`config.mk`:
```
export PLATFORM = sky130hd
export DESIGN_NAME = s208_count_seq
export DESIGN_NICKNAME = d
export VERILOG_FILES = /design/src/rtl/s208_pkg.sv /design/src/rtl/s208_next_state.sv /design/src/rtl/s208_count_seq.sv
export SDC_FILE = /design/constraint.sdc
export NUM_CORES = 1
export LEC_CHECK = 0
export CAP_MARGIN = 20
export CORE_MARGIN = 5
export CORE_UTILIZATION = 44
export CTS_CLUSTER_SIZE = 8
export DETAILED_ROUTE_END_ITERATION = 7
export HOLD_SLACK_MARGIN = 0.05
export PLACE_DENSITY_LB_ADDON = 0.12
export RECOVER_POWER = 50
export SLEW_MARGIN = 20
export SYNTH_ARGS = -nofsm -noshare
export SYNTH_HDL_FRONTEND = slang
export SYNTH_SLANG_ARGS = --single-unit
```
`constraint.sdc`:
```
create_clock -name CK -period 2.9 [get_ports CK]
set_clock_uncertainty 0.05 [all_clocks]
set_input_delay 0.435 -clock CK [delete_from_list [all_inputs] [get_ports CK]]
set_output_delay 0.435 -clock CK [all_outputs]
set_load 0.03 [all_outputs]
```
`src/rtl/s208_pkg.sv`:
```
// Shared constants and controller state type for the s208 counter stage.
package s208_pkg;

    localparam int S208_WIDTH = 8;

    localparam logic [S208_WIDTH-1:0] S208_TERM = 8'hFF;

    typedef enum logic [1:0] {
        IDLE = 2'd0,
        RUN  = 2'd1,
        DONE = 2'd2
    } s208_state_t;

endpackage

```
`src/rtl/s208_next_state.sv`:
```
// Combinational next-state cone: increments Y when running with X, flags wrap and compare hit.
// Zero latency, no flow control; kept separate so it can be converted like the other cones.
module s208_next_state
    import s208_pkg::*;
(
    input  logic [S208_WIDTH-1:0] y,
    input  logic                  x,
    input  s208_state_t           state,
    input  logic [S208_WIDTH-1:0] c,
    output logic [S208_WIDTH-1:0] y_next,
    output logic                  wrap,
    output logic                  hit
);

    logic advance;

    // Compare and wrap both look at the pre-increment value.
    assign advance = (state == RUN) && x;
    assign y_next  = advance ? y + 1'b1 : y;
    assign wrap    = advance && (y == S208_TERM);
    assign hit     = advance && (y == c);

endmodule

```
`src/rtl/s208_count_seq.sv`:
```
// s208 state register and start/run controller; all outputs registered, 1-cycle update.
// No backpressure: X gates each increment, Start is dropped unless the controller is idle.
module s208_count_seq
    import s208_pkg::*;
#(
    parameter int WIDTH = 8
) (
    input  logic             CK,
    input  logic             Reset,
    input  logic             Clear,
    input  logic             Start,
    input  logic             X,
    input  logic [WIDTH-1:0] C,
    output logic             Y_1,
    output logic             Y_2,
    output logic             Y_3,
    output logic             Y_4,
    output logic             Y_5,
    output logic             Y_6,
    output logic             Y_7,
    output logic             Y_8,
    output logic             Busy,
    output logic             W,
    output logic             TC,
    output logic             Done
);

    generate
        if (WIDTH != S208_WIDTH) begin : g_width_check
            $error("s208_count_seq: WIDTH must equal S208_WIDTH");
        end
    endgenerate

    s208_state_t      state;
    logic [WIDTH-1:0] y;
    logic [WIDTH-1:0] y_next;
    logic             wrap;
    logic             hit;

    s208_next_state u_next (
        .y      (y),
        .x      (X),
        .state  (state),
        .c      (C),
        .y_next (y_next),
        .wrap   (wrap),
        .hit    (hit)
    );

    always_ff @(posedge CK) begin
        if (Reset || Clear) begin
            state <= IDLE;
            y     <= '0;
            Busy  <= 1'b0;
            W     <= 1'b0;
            TC    <= 1'b0;
            Done  <= 1'b0;
        end else begin
            y    <= y_next;
            W    <= hit;
            TC   <= wrap;
            Done <= wrap;
            // Busy mirrors the state being entered so it is high exactly while in RUN.
            Busy <= ((state == IDLE) && Start) || ((state == RUN) && !wrap);
            case (state)
                IDLE:    if (Start) state <= RUN;
                RUN:     if (wrap) state <= DONE;
                DONE:    state <= IDLE;
                default: state <= IDLE;
            endcase
        end
    end

    assign {Y_8, Y_7, Y_6, Y_5, Y_4, Y_3, Y_2, Y_1} = y;

endmodule

```
* Yosys cells after proc, flatten, opt, wreduce, memory -nomap -nowiden
Cells that the tools add are included.
** Storage, ports and cells
- Register bits after elaboration :: 13
- Bits of input ports :: 13
- Logic and storage cells :: 24
** Cells by class
- Add/sub/neg operators :: 1
- Eq/ne operators :: 5
- Multiplexer cells :: 3
- Reduce and logical (&&, ||, !) cells :: 10
** Operators with widths (number)
- $add 8x1->8 const B :: 1
- $eq 8x8->1 :: 1
- $eq 8x8->1 const B :: 1
- $logic_and 1x1->1 :: 5
- $mux 2 :: 2
- $ne 2x2->1 const B :: 2
- $pmux 2 s2 :: 1
- $eq 2x1->1 const B :: 1
- $logic_not 2->1 :: 1
- $logic_or 1x1->1 :: 2
- $reduce_and 2->1 :: 1
- $logic_not 1->1 :: 1

* Longest topological paths before layout
- Word-level depth :: 6
- Depth in mapped cells :: 4
- Mapped depth without buffers :: 4

* Modules after synthesis
From an unflattened synthesis, not the netlist that was laid out.
** Second synthesis, totals
- Cell total of the unflattened synthesis :: 67
- Area total of the unflattened synthesis :: 675.6 um2
** By module, submodules not included
- s208_count_seq :: instances 1, cells each 31, area an instance 395.4 um2
- s208_next_state :: instances 1, cells each 36, area an instance 280.3 um2

* Least setup slack after synthesis
No wires, ideal clock.
- Path kind :: register -> register
- Start point :: reg y[0]
- End point :: reg y[7]
- Library setup time :: 0.071 ns
- Arrival :: 1.380 ns
- Slack :: 1.400 ns
- Stages on the path, launching flop included :: 4
- Buffers on the path :: 0
- Cell sequence :: dfxtp_1 > nand2_1 > or4_1 > a21oi_1
** On the way
- Longest elaborated chain between the ends :: 1
** RTL lines
- from (decl) :: line s208_count_seq.sv:35 : logic [WIDTH-1:0] y;
- from (signal assigned) :: line s208_count_seq.sv:59 : y <= y_next;
- $add 8x1->8 :: line s208_next_state.sv:19 : assign y_next = advance ? y + 1'b1 : y;
No other way between the ends.
A chain may end at the register's enable or synchronous reset.

* Worst setup path in the final report
- Start point :: in X
- End point :: reg y[7]
** On the way
- Longest elaborated chain between the ends :: 1
** RTL lines
- from (decl) :: line s208_count_seq.sv:12 : input logic X,
- $logic_and 1x1->1 :: line s208_next_state.sv:18 : assign advance = (state == RUN) && x;
No other way between the ends.

==> run metrics <==
Worst setup EP type flip-flop; vias per cell 5.464; Core ar. 1350 um^2; Worst-path clk slew 0.07 ns; Setup-failing EPs final 0; Worst EP arrival 2.17 ns; async set or reset register ratio after synthesis 0; Yosys cell types 28; Hold EP state[0]$_SDFFE_PP0P_; Worst Path Max Fanout 13; final instance area 894.6 um^2; Mapped Area 646.9 um^2; Leakage 0.3334 nW; area of the multi-input gates 337.8 um^2; Worst R2R Setup Slack 1.21 ns; # IOs 25; Post-synth top cells dfxtp_1, xor2_1, a21oi_1, nor2_1, nand2_1; outcome finished, final reports clean; Worst path max stage delay 0.61 ns; First-pass DRT Iterations 4; H-Tree Level Count 1; final hold violations 0; via count 601; layout cells sized above 1 0.04211; Initial Util 0.4791; Tcrit/Tclk final 0.6939; Setup Crit Path Kind in2reg; VDD IR max 0.0002519 V; die width 48.34 um; DRC 0; Pwr Total 0.3205 mW; Worst Hold Class reg2reg; number of setup buffers added after CTS 0; initial antenna violation count 0; chip height 48.34 um; ant diodes 0; Critical R2R Capture y[7]$_SDFFE_PP0P_; Seq/Total Area, Yosys 0.4023; worst r2r src y[2]$_SDFFE_PP0P_; Max Freq 497.0 MHz; clock tree from TritonCTS yes; Worst slew margin 0.7012; antenna viol nets, final 0; grt total ovfl 0; Die ar. 2337 um^2; clock sink count 13; vias in the first global route 567; Slew @ Worst Pin 0.4458 ns; fill count 115; Setup WS pre-CTS 0.9122 ns; Synth area leader dfxtp_1; Setup Total Neg Slack 0 ns; Global Route Usage Sum 0.1356; most frequent cell after synthesis dfxtp_1; Max Slew Vio Count 0; largest net degree at the start of global routing 14; Clock Latency Late Sink 0.27 ns; CP Cell Sequence dlygate4sd3_1 > nand4b_1 > or4_1 > a21oi_1; Area growth, synth to finish 38.30%; most used flip-flop cell after synthesis dfxtp_1; crit path launch type input pin; post-DP HPWL 1180 um; first-pass GRT wire length 2601 um; Worst Path Required 3.06 ns; flop and latch count out of synthesis 13; number of synthesized flops with an enable pin 0; Net Count, Synth 84; Cells after Synth 70; post-cts sizing count 0; hold path cells 1; placer congestion estimate 0.7394; CTS Root Cell clkbuf_4; dpl cell area 883.3 um^2; synth top area cells dfxtp_1, xor2_1, a21oi_1; RSZ-0062 raised after global routing no; initial DRC count 9; CTS Hold Bufs 0; Seq. cell area 260.3 um^2; Max Cap Viol 0; I/O Buffers 24; Post-Route WL 1497 um; drt wl/cell 13.61 um; cell depth of the worst flop-to-flop path 3; CP bufs+invs 1; Final Critical Period 2.012 ns; Max Buffers Root-to-Sink 2; pwr dens 358.3 nW/um^2; Final Worst Setup Slack 0.8878 ns; hold path start state[1]$_SDFFE_PP0P_; Placement Rows 13; share of the synthesized area in the top cell type 0.4023; warnings from Yosys 0; Num CTS Buffers 3; syn_area_per_cell 9.241 um^2; CP delay by family, top simple AND/OR/NAND/NOR gates; Post-layout nets 110; slowest stage cell on the critical path or4_1
-- cell families (layout without fill, tap and decap cells) --
group / Yosys count / after routing / share of synthesized area
simple gates: 29 / 29 / 0.2901
compound gates: 13 / 13 / 0.1257
flops: 13 / 13 / 0.4023
xor+xnor: 7 / 7 / 0.09478
buf+inv: 6 / 31 / 0.05222
fa+ha+maj: 1 / 1 / 0.01934
mux: 1 / 1 / 0.01547
-- worst max path at each step --
stage                      start                 to  slack [ns]  depth (start not counted)
4_1_cts        y[3]$_SDFFE_PP0P_                Y_4        0.92                          1
2_1_floorplan  y[0]$_SDFFE_PP0P_  y[7]$_SDFFE_PP0P_        1.40                          3
3_5_place_dp                   X  y[5]$_SDFFE_PP0P_        0.91                          4
3_3_place_gp                   X  y[5]$_SDFFE_PP0P_        0.96                          4
5_1_grt                        X  y[5]$_SDFFE_PP0P_        0.73                          4
6_report                       X  y[7]$_SDFFE_PP0P_        0.89                          4
-- area by class of cell --
class,count,share of cell area
clock buffers,4,0.02937
inverters,3,0.01259
multi-input cells,51,0.3776
flip-flops and latches,13,0.2909
well taps,15,0.02098
repair buffers,24,0.2685
-- sequential cells by signal, indices dropped and copies added (netlist names) --
name   count
Busy       1
Done       1
W          1
state      2
y          8
-- worst reg2reg max path, stage by stage (launching register included) --
cell and delay (ns):
dfxtp_1 0.41, nand4b_1 0.40, or4_1 0.61, a21oi_1 0.15
-- per-layer routing --
layer / vias to the layer above / global-route usage / wire, um
li1: 306 / - / -
met1: 273 / 0.1667 / 670
met2: 20 / 0.2022 / 686
met3: 2 / 0.07034 / 129
met4: 0 / 0.04147 / 11
met5: - / 0 / 0
-- report_power, final --
group / switching (mW) / total, mW / internal (mW) / leakage, nW
combinational: 0.0122 / 0.0317 / 0.0195 / 0.213
clock: 0.0544 / 0.108 / 0.0534 / 0.0150
sequential: 0.00113 / 0.181 / 0.180 / 0.105
total: 0.0677 / 0.321 / 0.253 / 0.333
-- stage by stage --
step	cells	utilization	hold slack [ns]
after floorplan	70	-	0.4036
after global placement	106	0.6543	0.4291
after detailed placement	106	0.6543	0.4353
after CTS	110	0.6738	0.4436
after global routing	110	0.6627	0.4652
final	110	0.6627	0.4304
-- placed cells by master, fill, tap and decap left out --
cell	synthesis	final
mux2i_1	1	1
nand4b_1	1	2
clkbuf_1	1	1
o2111a_1	1	1
dlygate4sd3_1	0	1
xor2_1	7	7
and4_1	1	1
nor3_1	3	3
clkdlybuf4s50_1	0	23
nand2b_1	2	2
ha_1	1	1
inv_1	3	3
or3_1	3	3
nand4_2	1	1
or2_1	1	1
a21oi_1	5	5
nand4_1	1	1
a222oi_1	1	1
nand2_1	4	4
o21ai_1	3	3
nand3b_1	1	1
or4_1	2	2
nor2_1	5	5
dfxtp_1	13	13
o31ai_1	2	2
clkbuf_4	0	3
o21ai_0	1	1
nor4_1	3	3
Power figures use the tool's default switching activity.
